## src/rtl/vmem_port_arbiter_if.sv

```systemverilog
// Requester-side and X-IF memory-side bundle for vmem_port_arbiter.
// master = requesters plus memory port (environment), slave = the arbiter.
interface vmem_port_arbiter_if #(
    parameter int N_REQ  = 2,
    parameter int ADDR_W = 32
);
    logic [N_REQ-1:0]        req_valid;
    logic [N_REQ-1:0]        req_ready;
    logic [N_REQ-1:0]        req_last;
    logic [N_REQ-1:0]        req_we;
    logic [N_REQ*ADDR_W-1:0] req_addr;
    logic [N_REQ*ADDR_W-1:0] req_wdata;
    logic [N_REQ*4-1:0]      req_be;

    logic                    mem_valid;
    logic                    mem_ready;
    logic [ADDR_W-1:0]       mem_addr;
    logic                    mem_we;
    logic [ADDR_W-1:0]       mem_wdata;
    logic [3:0]              mem_be;

    logic                    mem_result_valid;
    logic [ADDR_W-1:0]       mem_result_rdata;

    logic [N_REQ-1:0]        rsp_valid;
    logic [ADDR_W-1:0]       rsp_rdata;
    logic                    busy;
    logic                    err;

    modport master (
        output req_valid, req_last, req_we, req_addr, req_wdata, req_be,
        output mem_ready, mem_result_valid, mem_result_rdata,
        input  req_ready, mem_valid, mem_addr, mem_we, mem_wdata, mem_be,
        input  rsp_valid, rsp_rdata, busy, err
    );

    modport slave (
        input  req_valid, req_last, req_we, req_addr, req_wdata, req_be,
        input  mem_ready, mem_result_valid, mem_result_rdata,
        output req_ready, mem_valid, mem_addr, mem_we, mem_wdata, mem_be,
        output rsp_valid, rsp_rdata, busy, err
    );
endinterface

```

## src/rtl/vmem_port_arbiter.sv

```systemverilog
// Round-robin arbiter of N_REQ vector memory requesters onto one X-IF memory port; VMEM_ARB_FIXED_PRIO_EN selects fixed priority.
// Zero-latency grant and result routing; bursts keep the grant; stalls while MAX_OUTST beats are outstanding.
module vmem_port_arbiter #(
    parameter int N_REQ     = 2,
    parameter int MAX_OUTST = 4,
    parameter int ADDR_W    = 32
) (
    input  logic               clk_i,
    input  logic               rst_i,
    vmem_port_arbiter_if.slave bus
);
    localparam int IDX_W = $clog2(N_REQ);
    localparam int PTR_W = $clog2(MAX_OUTST);
    localparam int CNT_W = PTR_W + 1;
    localparam logic [CNT_W-1:0] FULL_CNT = CNT_W'(MAX_OUTST);

    typedef enum logic {ARB, LOCKED} state_t;

    state_t           state;
    logic [IDX_W-1:0] grant_q;
    logic [IDX_W-1:0] arb_base;
    logic [IDX_W-1:0] tag_mem [MAX_OUTST];
    logic [PTR_W-1:0] wr_ptr;
    logic [PTR_W-1:0] rd_ptr;
    logic [CNT_W-1:0] count;
    logic             err_q;
    logic [IDX_W-1:0] win_idx;
    logic             win_vld;
    logic             fld_en;
    logic             mem_vld;
    logic             accept;
    logic             pop;
    logic [IDX_W-1:0] head;

`ifdef VMEM_ARB_FIXED_PRIO_EN
    assign arb_base = '0;
`else
    logic [IDX_W-1:0] rr_ptr;
    assign arb_base = rr_ptr;
`endif

    function automatic logic [IDX_W-1:0] wrap_add(input logic [IDX_W-1:0] base, input int off);
        int s;
        s = int'(base) + off;
        if (s >= N_REQ) s = s - N_REQ;
        return IDX_W'(s);
    endfunction

    always_comb begin
        win_vld = 1'b0;
        win_idx = '0;
        if (state == LOCKED) begin
            win_idx = grant_q;
            win_vld = bus.req_valid[grant_q];
        end else begin
            // walk from the farthest candidate down so the one nearest arb_base wins
            for (int i = N_REQ - 1; i >= 0; i--) begin
                if (bus.req_valid[wrap_add(arb_base, i)]) begin
                    win_vld = 1'b1;
                    win_idx = wrap_add(arb_base, i);
                end
            end
        end
    end

    // a full tag FIFO blocks issue even if a result pops it this cycle
    assign fld_en  = !rst_i && win_vld;
    assign mem_vld = fld_en && (count != FULL_CNT);
    assign accept  = mem_vld && bus.mem_ready;
    assign pop     = bus.mem_result_valid && (count != '0);
    assign head    = tag_mem[rd_ptr];

    assign bus.mem_valid = mem_vld;
    assign bus.mem_addr  = fld_en ? bus.req_addr[int'(win_idx)*ADDR_W +: ADDR_W]  : '0;
    assign bus.mem_wdata = fld_en ? bus.req_wdata[int'(win_idx)*ADDR_W +: ADDR_W] : '0;
    assign bus.mem_be    = fld_en ? bus.req_be[int'(win_idx)*4 +: 4]              : 4'h0;
    assign bus.mem_we    = fld_en && bus.req_we[win_idx];
    assign bus.rsp_rdata = pop ? bus.mem_result_rdata : '0;
    assign bus.busy      = (state == LOCKED) || (count != '0);
    assign bus.err       = err_q;

    always_comb begin
        bus.req_ready = '0;
        bus.rsp_valid = '0;
        if (accept) bus.req_ready[win_idx] = 1'b1;
        if (pop)    bus.rsp_valid[head]    = 1'b1;
    end

    always_ff @(posedge clk_i) begin
        if (accept) tag_mem[wr_ptr] <= win_idx;
    end

    always_ff @(posedge clk_i or posedge rst_i) begin
        if (rst_i) begin
            state   <= ARB;
            grant_q <= '0;
`ifndef VMEM_ARB_FIXED_PRIO_EN
            rr_ptr  <= '0;
`endif
            wr_ptr  <= '0;
            rd_ptr  <= '0;
            count   <= '0;
            err_q   <= 1'b0;
        end else begin
            if (accept) begin
                wr_ptr <= wr_ptr + 1'b1;
                if (bus.req_last[win_idx]) begin
                    state  <= ARB;
`ifndef VMEM_ARB_FIXED_PRIO_EN
                    rr_ptr <= wrap_add(win_idx, 1);
`endif
                end else begin
                    state   <= LOCKED;
                    grant_q <= win_idx;
                end
            end
            if (pop) rd_ptr <= rd_ptr + 1'b1;
            if (accept && !pop)      count <= count + 1'b1;
            else if (pop && !accept) count <= count - 1'b1;
            if (bus.mem_result_valid && (count == '0)) err_q <= 1'b1;
        end
    end
endmodule

```

## src/flat_wrapper.sv

```systemverilog
// flat-port wrapper written by rule: the top's interface ports become plain ports
module vmem_port_arbiter_flat 
#(
    parameter int N_REQ     = 2,
    parameter int MAX_OUTST = 4,
    parameter int ADDR_W    = 32
)
  (clk_i, rst_i, bus_req_valid, bus_req_last, bus_req_we, bus_req_addr, bus_req_wdata, bus_req_be, bus_mem_ready, bus_mem_result_valid, bus_mem_result_rdata, bus_req_ready, bus_mem_valid, bus_mem_addr, bus_mem_we, bus_mem_wdata, bus_mem_be, bus_rsp_valid, bus_rsp_rdata, bus_busy, bus_err);
  vmem_port_arbiter_if #(.N_REQ(N_REQ), .ADDR_W(ADDR_W)) bus_i ();
  input  logic clk_i;
  input  logic rst_i;
  input wire logic [$bits(bus_i.req_valid)-1:0] bus_req_valid;
  input wire logic [$bits(bus_i.req_last)-1:0] bus_req_last;
  input wire logic [$bits(bus_i.req_we)-1:0] bus_req_we;
  input wire logic [$bits(bus_i.req_addr)-1:0] bus_req_addr;
  input wire logic [$bits(bus_i.req_wdata)-1:0] bus_req_wdata;
  input wire logic [$bits(bus_i.req_be)-1:0] bus_req_be;
  input wire logic [$bits(bus_i.mem_ready)-1:0] bus_mem_ready;
  input wire logic [$bits(bus_i.mem_result_valid)-1:0] bus_mem_result_valid;
  input wire logic [$bits(bus_i.mem_result_rdata)-1:0] bus_mem_result_rdata;
  output wire logic [$bits(bus_i.req_ready)-1:0] bus_req_ready;
  output wire logic [$bits(bus_i.mem_valid)-1:0] bus_mem_valid;
  output wire logic [$bits(bus_i.mem_addr)-1:0] bus_mem_addr;
  output wire logic [$bits(bus_i.mem_we)-1:0] bus_mem_we;
  output wire logic [$bits(bus_i.mem_wdata)-1:0] bus_mem_wdata;
  output wire logic [$bits(bus_i.mem_be)-1:0] bus_mem_be;
  output wire logic [$bits(bus_i.rsp_valid)-1:0] bus_rsp_valid;
  output wire logic [$bits(bus_i.rsp_rdata)-1:0] bus_rsp_rdata;
  output wire logic [$bits(bus_i.busy)-1:0] bus_busy;
  output wire logic [$bits(bus_i.err)-1:0] bus_err;
  assign bus_i.req_valid = bus_req_valid;
  assign bus_i.req_last = bus_req_last;
  assign bus_i.req_we = bus_req_we;
  assign bus_i.req_addr = bus_req_addr;
  assign bus_i.req_wdata = bus_req_wdata;
  assign bus_i.req_be = bus_req_be;
  assign bus_i.mem_ready = bus_mem_ready;
  assign bus_i.mem_result_valid = bus_mem_result_valid;
  assign bus_i.mem_result_rdata = bus_mem_result_rdata;
  assign bus_req_ready = bus_i.req_ready;
  assign bus_mem_valid = bus_i.mem_valid;
  assign bus_mem_addr = bus_i.mem_addr;
  assign bus_mem_we = bus_i.mem_we;
  assign bus_mem_wdata = bus_i.mem_wdata;
  assign bus_mem_be = bus_i.mem_be;
  assign bus_rsp_valid = bus_i.rsp_valid;
  assign bus_rsp_rdata = bus_i.rsp_rdata;
  assign bus_busy = bus_i.busy;
  assign bus_err = bus_i.err;
  vmem_port_arbiter #(.N_REQ(N_REQ), .MAX_OUTST(MAX_OUTST), .ADDR_W(ADDR_W)) u_core (.clk_i(clk_i), .rst_i(rst_i), .bus(bus_i));
endmodule
```

## config.mk

```make
export PLATFORM = sky130hd
export DESIGN_NAME = vmem_port_arbiter_flat
export DESIGN_NICKNAME = d
export VERILOG_FILES = /design/src/rtl/vmem_port_arbiter_if.sv /design/src/rtl/vmem_port_arbiter.sv /design/src/flat_wrapper.sv
export SDC_FILE = /design/constraint.sdc
export NUM_CORES = 1
export LEC_CHECK = 0
export ABC_CLOCK_PERIOD_IN_PS = 2800
export BUFFER_PORTS_ARGS = -buffer_cell sky130_fd_sc_hd__buf_4
export CORE_AREA = 2 2 112 114
export DETAILED_ROUTE_END_ITERATION = 8
export DIE_AREA = 0 0 114 116
export PLACE_DENSITY = 0.48
export SLEW_MARGIN = 25
export SYNTH_ARGS = -nofsm -noshare
export SYNTH_HDL_FRONTEND = slang
export SYNTH_SLANG_ARGS = --single-unit
```

## constraint.sdc

```tcl
create_clock -name clk_i -period 2.8 [get_ports clk_i]
set_input_delay 0.14 -clock clk_i [delete_from_list [all_inputs] [get_ports clk_i]]
set_output_delay 0.14 -clock clk_i [all_outputs]
set_load 0.02 [all_outputs]
```

## Yosys cells after proc, flatten, opt, wreduce, memory -nomap -nowiden

Memory sizes are Yosys's and may differ from the RTL's.
Cells that the tools add are included.

- Memories kept: 1
- Register bits: 11
- Output and inout port bits: 108
- Bits in writable memories: 4
- Bits of input ports: 178
- Logic and storage cells: 87

Memories:

| name | words | width | rd ports | clocked after Yosys merged registers in | write ports | RTL line | source |
|---|---|---|---|---|---|---|---|
| u_core.tag_mem | 4 | 1 | 1 | 0 | 1 | vmem_port_arbiter.sv:22 | `logic [IDX_W-1:0] tag_mem [MAX_OUTST];` |

- Multiplexer cells: 36
- $add $sub $neg: 9
- Shift operators: 3
- Reduce and logical (&&, ||, !) cells: 19
- $lt $le $gt $ge: 10
- Eq/ne operators: 1
- Bitwise gates (word level): 1

Operator list:

| kind | number |
|---|---|
| variable part select 64 x 7 -> 32 bit | 2 |
| 2-to-1 mux 32 bit | 3 |
| 2-to-1 mux 1 bit | 26 |
| logical AND 1 bit | 10 |
| < comparator 1 x 2 -> 1 bit (second input constant) | 5 |
| variable part select 8 x 4 -> 4 bit | 1 |
| 2-to-1 mux 3 bit | 2 |
| adder 1 x 1 -> 2 bit (second input constant) | 2 |
| adder 2 x 1 -> 2 bit (second input constant) | 2 |
| >= comparator 2 bit (second input constant) | 2 |
| 2-to-1 mux 2 bit | 2 |
| 2-to-1 mux 4 bit | 1 |
| AND reduction 2 bit | 2 |
| adder 3 x 1 -> 3 bit (second input constant) | 1 |
| logical NOT 1 bit | 3 |
| logical NOT 3 bit | 1 |
| != test 3 bit (second input constant) | 1 |
| nonzero test 3 bit | 1 |
| subtractor 1 bit (second input constant) | 3 |
| subtractor 3 x 1 -> 3 bit (second input constant) | 1 |
| demux 1 bit (select 1 bit) | 2 |
| >= comparator 1 bit (second input constant) | 2 |
| >= comparator 1 x 2 -> 1 bit (second input constant) | 1 |
| nonzero test 2 bit | 1 |
| 2 further kinds | 2 |

## Logic depth before layout (Yosys ltp)

Gate-level depths: netlist (run 1).

- Depth in word-level cells: 16
- Depth in mapped cells: 10
- Mapped depth without buffers: 10

## Worst setup path after synthesis (run 1)

Ideal clock, no wire load.

- Path kind: register -> register
- From: reg u_core.grant_q
- To: reg u_core.count[2]
- Buffers on the path: 0
- Period minus slack after synthesis: 2.117 ns
- Required time: 2.721 ns
- Arrival: 2.038 ns
- Path slack: 0.683 ns
- Setup time: 0.079 ns
- Cell stages (with the launch flop): 11
- Cell sequence: dfrtp_1 -> mux2i_1 -> a211oi_2 -> nand3_2 -> inv_4 -> ha_1 -> inv_1 -> fa_1 -> xor2_1 -> nor2_1 -> xor2_1

- Cells in the longest elaborated chain, start to end: 9
- Elaborated cells between the ends (all ways): 11
- Those cells by class: mux: 4; reduce/logical: 7

RTL lines:

| item | RTL line | source |
|---|---|---|
| start: declaration | vmem_port_arbiter.sv:20 | `logic [IDX_W-1:0] grant_q;` |
| start signal: assignment | vmem_port_arbiter.sv:114 | `grant_q <= win_idx;` |
| 2-to-1 mux 1 bit (implied by the code) * (2 in a row) | vmem_port_arbiter.sv:54 | `win_vld = bus.req_valid[grant_q];` |
| 2-to-1 mux 1 bit * | vmem_port_arbiter.sv:52 | `if (state == LOCKED) begin` |
| logical AND 1 bit * | vmem_port_arbiter.sv:67 | `assign fld_en = !rst_i && win_vld;` |
| logical AND 1 bit * | vmem_port_arbiter.sv:68 | `assign mem_vld = fld_en && (count != FULL_CNT);` |
| logical AND 1 bit * | vmem_port_arbiter.sv:69 | `assign accept = mem_vld && bus.mem_ready;` |
| via u_core.accept | vmem_port_arbiter.sv:31 | `logic accept;` |
| logical NOT 1 bit | vmem_port_arbiter.sv:119 | `else if (pop && !accept) count <= count - 1'b1;` |
| logical AND 1 bit | vmem_port_arbiter.sv:119 |  |
| nonzero test 2 bit (no source line) | -- |  |
| end signal: assignment | vmem_port_arbiter.sv:118 | `if (accept && !pop) count <= count + 1'b1;` |
| end signal: assignment | vmem_port_arbiter.sv:119 |  |
| end: declaration | vmem_port_arbiter.sv:25 | `logic [CNT_W-1:0] count;` |

The timed path passes the listed nets; every way through them passes the cells marked *. The select of a mux whose other input is x is not followed.
A chain may end at the register's enable or synchronous reset.

## Worst setup path in the final report (run 1)

Same ends and word-level chain as after synthesis.

==> results of run 1 <==
-- layout make-up --
type / instances / area share [%]
clock buffer: 3 / 1.72
clock inverter: 1 / 0.114
inverter: 8 / 0.773
multi-input combinational: 289 / 33.7
sequential: 15 / 9.04
tap: 147 / 4.21
timing repair buffer: 292 / 50.5
-- cell usage after synthesis (2+ instances only) --
library cell,number,area [µm²]
sky130_fd_sc_hd__nand2_1,142,533
sky130_fd_sc_hd__a21oi_1,70,350
sky130_fd_sc_hd__and2_1,38,238
sky130_fd_sc_hd__clkbuf_1,14,52.6
sky130_fd_sc_hd__dfrtp_1,11,275
sky130_fd_sc_hd__buf_6,9,101
sky130_fd_sc_hd__inv_1,6,22.5
sky130_fd_sc_hd__ha_1,5,62.6
sky130_fd_sc_hd__nor2_1,5,18.8
sky130_fd_sc_hd__buf_2,4,20.0
sky130_fd_sc_hd__edfxtp_1,4,120
sky130_fd_sc_hd__xnor2_1,4,35.0
sky130_fd_sc_hd__mux2_1,2,22.5
sky130_fd_sc_hd__mux2i_1,2,20.0
sky130_fd_sc_hd__nand2b_1,2,12.5
sky130_fd_sc_hd__nor2b_1,2,12.5
sky130_fd_sc_hd__xor2_1,2,17.5
-- path summary, 6_finish.rpt --
kind / end / slack, ns / cells after the start
min in group asynchronous: u_core.arb_base / 0.47 / 3
max: u_core.count[2] / 0.49 / 10
min reg2reg: u_core.bus.err / 0.47 / 1
max reg2reg: u_core.count[2] / 0.49 / 10
max in group asynchronous: u_core.bus.err / 2.03 / 3
min: u_core.bus.err / 0.10 / 2
-- registers in the layout, indices dropped and copies added, names as in the netlist --
register / cells
u_core.count: 3
u_core.state: 1
u_core.bus.err: 1
u_core.wr_ptr: 2
u_core.tag_mem: 4
u_core.rd_ptr: 2
u_core.grant_q: 1
u_core.arb_base: 1
-- repair_timing --
item	4_1_cts	5_1_grt
hold endpoints to repair	11	0
endpoints found under the setup margin	0	0
hold buffers	1	0
-- power by group --
| group | leakage (nW) | total, mW | switching, mW | internal (mW) |
|---|---|---|---|---|
| clock network | 0.0409 | 0.280 | 0.0889 | 0.191 |
| registers | 0.162 | 0.398 | 0.0812 | 0.317 |
| logic | 2.14 | 2.37 | 1.39 | 0.979 |
| total | 2.35 | 3.05 | 1.56 | 1.49 |
-- per-layer routing --
layer  track usage [%]  up-vias  wire (µm)
met4              3.74        0        109
met2              25.8      196       5420
met1              16.3     1437       3770
met3              2.04        7        913
li1                  -     1625          -
met5                 0        -          0
-- cell families after synthesis --
group                      synth area share [%]
and+or+nand+nor                            40.4
AOI/OAI and AO/OA                          20.3
buffers and inverters                      10.0
DFF                                        19.1
xor gates and xnor gates                   2.53
muxes                                      3.68
adders and majority gates                  3.98
==> results.cfg, run 1 <==
[status]
run_status = completed

[routing]
routed_wire_length_per_instance_um = 13.5
drcViolationCount = 0
antenna_violating_nets_post_route = 0
drt-total-wl_um = 10200
vias_after_detailed_routing = 3265
detailedRoute.firstPassIterationCount = 4
detail_routed_via_count_per_cell = 4.32
first_iter_violations = 107

[synth]
synth_warnings = 0
post_synth_instance_area_mm2 = 0.00207
synthesis.nets = 523
postSynthRegisterBits = 15
number_of_enable_flip_flop_cells_after_synthesis = 4
synthesis.area_per_instance_um2 = 6.12
proportion_of_synthesized_chip_area_in_sequential_cells_pct = 19.1
synth_async_sr_flop_share_pct = 73.3
ys_types = 34
post_synth_inst_count = 339
synth_top_flop_cell = sky130_fd_sc_hd__dfrtp_1

[floorplan]
die_height_um = 116
start_util_pct = 17.4
die-area_mm2 = 0.0132
io-pin-count = 286
std_cell_rows = 40
core_area_mm2 = 0.0119
fp.dieW_um = 114

[global_route]
grt_pass1_wl_um = 14800
grt_start_max_net_pins = 71
globalRoute.totalOverflow = 0
antenna_found_initial = 0
grt_pass1_vias = 2994
grt_use_total_pct = 13.8

[setup_path]
timing.critical_path.max_delay_family = adder cells
timing.critical_path.from_type = flop
cp_cell_sequence = mux2i_1 > a211oi_2 > nand3_2 > inv_4 > ha_1 > inv_1 > fa_1 > xor2_1 > nor2_1 > xor2_1
startpoint = u_core.grant_q
worstSetupPathType = reg2reg
critical_path_buf_inv_count = 2
worstSetupEndpointType = flop
crit_required_ns = 2.97
r2r_start = u_core.grant_q
crit_path_top_delay_cell = sky130_fd_sc_hd__dfrtp_1
cpPeakStageDelay_ns = 0.41
arrival_worst_endpoint_ns = 2.48
crit_path_frequent_cell = sky130_fd_sc_hd__xor2_1
crit_path_max_fanout = 8

[clock_tree]
cts.sinks = 15
cts-resized-gates = 0
cts_max_path_buffers = 2
cts.root.buffer_cell = sky130_fd_sc_hd__clkbuf_16
ctsHtreeMaxLevel = 1
cts_tree = done
clkSlewWorstSetupHoldPaths_ns = 0.05
cts.repair_timing.setup_buffer_count = 0
tritoncts.num_buffers = 3
clkLatencyLatePin_ns = 0.25

[timing]
grt_setup_unrepaired = no
slew_violations = 0
max-slew-margin-rel_pct = 50.2
period_needed_ns = 2.31
fin_crit_sh_pct = 82.4
fin_setup_tns_ns = 0
hold_violations = 0
max_clock_freq_mhz = 433
setup_ws_ns = 0.492
whs_ns = 0.103
worst_pin_slew_ns = 0.747
setup_viol_count_final = 0
clock_skews_ns = 0.00165

[pwr]
peak_supply_drop_uv = 310
power_leakage_nw = 2.35
pwr_density_cell_mw_per_mm2 = 696
total_power_mw = 3.05

[layout]
nNetsFinal = 793
final_area_mm2 = 0.00437
regArea_um2 = 395
final_util_pct = 36.7
n_antenna_cell = 0
n_fill_cell = 1294
drive_above_1_share_pct = 49.8
multiInputGateArea_mm2 = 0.00147
most_common_library_cell_in_the_layout_ignoring_fill_and_taps = sky130_fd_sc_hd__buf_4
synth_to_final_area_change_pct = 111
layout_common_cells = sky130_fd_sc_hd__buf_4, sky130_fd_sc_hd__nand2_1, sky130_fd_sc_hd__a21oi_1
post_layout_nonfiller_instances = 755

[min_path]
hold_path.startpoint = bus_mem_result_valid
hold_path.class = in2reg

[place]
place.port_buffers = 285
dpl.hpwl_um = 8340
place.gp.congestion = 0.807
placed_cell_area_mm2 = 0.00428
dpl.cell_count = 750
worst_slack_at_placement_ns = 0.507

[run]
number_of_violations_of_the_max_capacitance_limit = 0
(Power assumes the default switching activity.)
==> inputs of run 2 (changes only) <==
Settings changed: ABC_AREA set to 1, ABC_CLOCK_PERIOD_IN_PS 2800 to 2400, CORE_AREA 2 2 112 114 to 2 2 110 112, DIE_AREA 0 0 114 116 to 0 0 112 114, PLACE_DENSITY 0.48 to 0.5.
Clock period 2.8 ns to 2.4 ns, I/O delays scaled along.
==> results.cfg, run 2 <==
[layout]
multiInputGateArea_mm2 = 0.00136
regArea_um2 = 395
n_antenna_cell = 0
nNetsFinal = 854
layout_common_cells = sky130_fd_sc_hd__buf_4, sky130_fd_sc_hd__nand2_1, sky130_fd_sc_hd__a21oi_1
synth_to_final_area_change_pct = 110
n_fill_cell = 1283
largest_register = u_core.tag_mem
drive_above_1_share_pct = 45.7
largest_register_ffs = 4
final_util_pct = 38.0
largestRegisters = u_core.tag_mem: 4 flops, u_core.count: 3 flops
most_common_library_cell_in_the_layout_ignoring_fill_and_taps = sky130_fd_sc_hd__buf_4

[timing]
period_needed_ns = 2.14
slew_violations = 0
max-slew-margin-rel_pct = 63.0
setup_viol_count_final = 0
worst_pin_slew_ns = 0.555
max_clock_freq_mhz = 467
clock_skews_ns = 0.00164
fin_crit_sh_pct = 89.3
fin_setup_tns_ns = 0
grt_setup_unrepaired = no
setup_ws_ns = 0.258
hold_violations = 0

[synth]
synth_top_flop_cell = sky130_fd_sc_hd__dfrtp_1
post_synth_instance_area_mm2 = 0.00211
synth_commonest_cells = sky130_fd_sc_hd__nand2_1, sky130_fd_sc_hd__a21oi_1, sky130_fd_sc_hd__inv_1
most_frequent_cell_after_synthesis = sky130_fd_sc_hd__nand2_1
synth_async_sr_flop_share_pct = 73.3
xor_xnor_share_of_the_synthesized_area_pct = 1.24
yosys.area.top_type_share_pct = 28.8
synthesis.area_per_instance_um2 = 5.32
proportion_of_synthesized_chip_area_in_sequential_cells_pct = 18.7
synthesis.nets = 581
synth_warnings = 0
postSynthRegisterBits = 15
post_synth_inst_count = 397
number_of_enable_flip_flop_cells_after_synthesis = 4
post_synth_and_or_nand_nor_area_fraction_pct = 40.4
synth_top_area_cell = sky130_fd_sc_hd__nand2_1
post_synth_mux_area_share_pct = 0
ys_types = 24
synth_compound_gate_area_share_pct = 18.8
synth_adder_area_share_pct = 3.91
synthTopCellsByArea = sky130_fd_sc_hd__nand2_1, sky130_fd_sc_hd__a21oi_1, sky130_fd_sc_hd__dfrtp_1
main_combinational_cell_family_by_area_after_synthesis = simple AND/OR/NAND/NOR gates

[setup_path]
r2r_cells = 11
r2r_slack_ns = 0.39
critical_path.endpoint = bus_mem_addr[19]
timing.critical_path.from_type = input port
crit_required_ns = 2.28
worstSetupEndpointType = primary output
crit_path_top_delay_cell = sky130_fd_sc_hd__dlygate4sd3_1
cp_num_cells = 8
worst_r2r_endpoint = u_core.count[2]
r2r_start = u_core.state
critical_path_buf_inv_count = 6
startpoint = rst_i
crit_path_max_fanout = 59
arrival_worst_endpoint_ns = 2.02
crit_path_frequent_cell = sky130_fd_sc_hd__buf_4
cpPeakStageDelay_ns = 0.54
cp_cell_sequence = dlygate4sd3_1 > buf_4 > inv_1 > buf_4 > nand2_2 > buf_12 > a21oi_1 > buf_4
worstSetupPathType = in2out
timing.critical_path.max_delay_family = buffers and inverters

[min_path]
hold_path.class = in2reg

[clock_tree]
cts-resized-gates = 0
ctsHtreeMaxLevel = 1
tritoncts.num_buffers = 3
clkLatencyLatePin_ns = 0.25
cts.repair_timing.setup_buffer_count = 0
cts_tree = done
clkSlewWorstSetupHoldPaths_ns = 0.05
cts_max_path_buffers = 2
cts.root.buffer_cell = sky130_fd_sc_hd__clkbuf_16
cts.sinks = 15

[pwr]
power_leakage_nw = 2.58
pwr_density_cell_mw_per_mm2 = 761
peak_supply_drop_uv = 437

[routing]
routed_wire_length_per_instance_um = 13.1
drcViolationCount = 0
detail_routed_via_count_per_cell = 4.25
antenna_violating_nets_post_route = 0
vias_after_detailed_routing = 3468
first_iter_violations = 136
detailedRoute.firstPassIterationCount = 4
drt-total-wl_um = 10700

[global_route]
grt_pass1_vias = 3241
grt_pass1_wl_um = 15600
globalRoute.totalOverflow = 0
grt_start_max_net_pins = 72
antenna_found_initial = 0
grt_use_total_pct = 15.0

[floorplan]
die-area_mm2 = 0.0128
fp.dieW_um = 112
io-pin-count = 286
std_cell_rows = 40
die_height_um = 114
core_area_mm2 = 0.0117
start_util_pct = 18.0

[run]
number_of_violations_of_the_max_capacitance_limit = 0

[place]
worst_slack_at_placement_ns = 0.416
dpl.hpwl_um = 8620
place.gp.congestion = 0.744
place.port_buffers = 285

[status]
run_status = completed
## run 2: how the worst min path moves through the flow
stage                         start              end  slack (ns)  depth (start not counted)
6_report       bus_mem_result_valid   u_core.bus.err        0.09                          2
4_1_cts        bus_mem_result_valid   u_core.bus.err        0.09                          2
3_3_place_gp                  rst_i   u_core.bus.err        0.19                          3
5_1_grt        bus_mem_result_valid   u_core.bus.err        0.11                          2
3_5_place_dp                  rst_i   u_core.bus.err        0.19                          3
2_1_floorplan                 rst_i  u_core.arb_base       0.004                          1
## run 2: stage by stage
stage          area [µm²]  hold slack [ns]  power, mW  instances
2_1_floorplan        2110          0.00356       2.07        397
3_3_place_gp         4360            0.187       3.06        811
3_5_place_dp         4360            0.185       3.08        811
4_1_cts              4450           0.0904       3.42        816
5_1_grt              4450            0.110       3.67        816
6_report             4450           0.0925       3.38        816
## run 2: logic make-up after synthesis
group                    count (synthesis)
flip-flops                              15
buffers and inverters                   78
adder cells (fa/ha/maj)                  6
AND/OR/NAND/NOR                        217
AO/OA/AOI/OAI                           78
XOR/XNOR                                 3
## run 2: what timing repair did
action | in CTS | in global routing
endpoints found under the hold margin | 11 | 0
hold buffers | 1 | 0
endpoints found under the setup margin | 0 | 0
## run 2: layer usage
metal	vias up	GRT usage [%]	part of all wire (%)
met5	-	0	0
met4	0	4.55	2.2
met3	15	3.13	9.1
met2	185	28.8	52
met1	1516	16.6	36
li1	1752	-	-
## run 2: final cells by class
class | count | area share, %
multi-input cells | 304 | 30.6
clock buffers | 3 | 1.69
repair buffers | 293 | 50.1
flip-flops and latches | 15 | 8.89
clock inverters | 1 | 0.113
well taps | 147 | 4.14
inverters | 53 | 4.48
## run 2: power breakdown
part | leakage [nW] | switching [mW] | internal [mW]
clock network | 0.0409 | 0.107 | 0.223
registers | 0.166 | 0.0836 | 0.373
logic | 2.37 | 1.57 | 1.02
total | 2.58 | 1.76 | 1.62
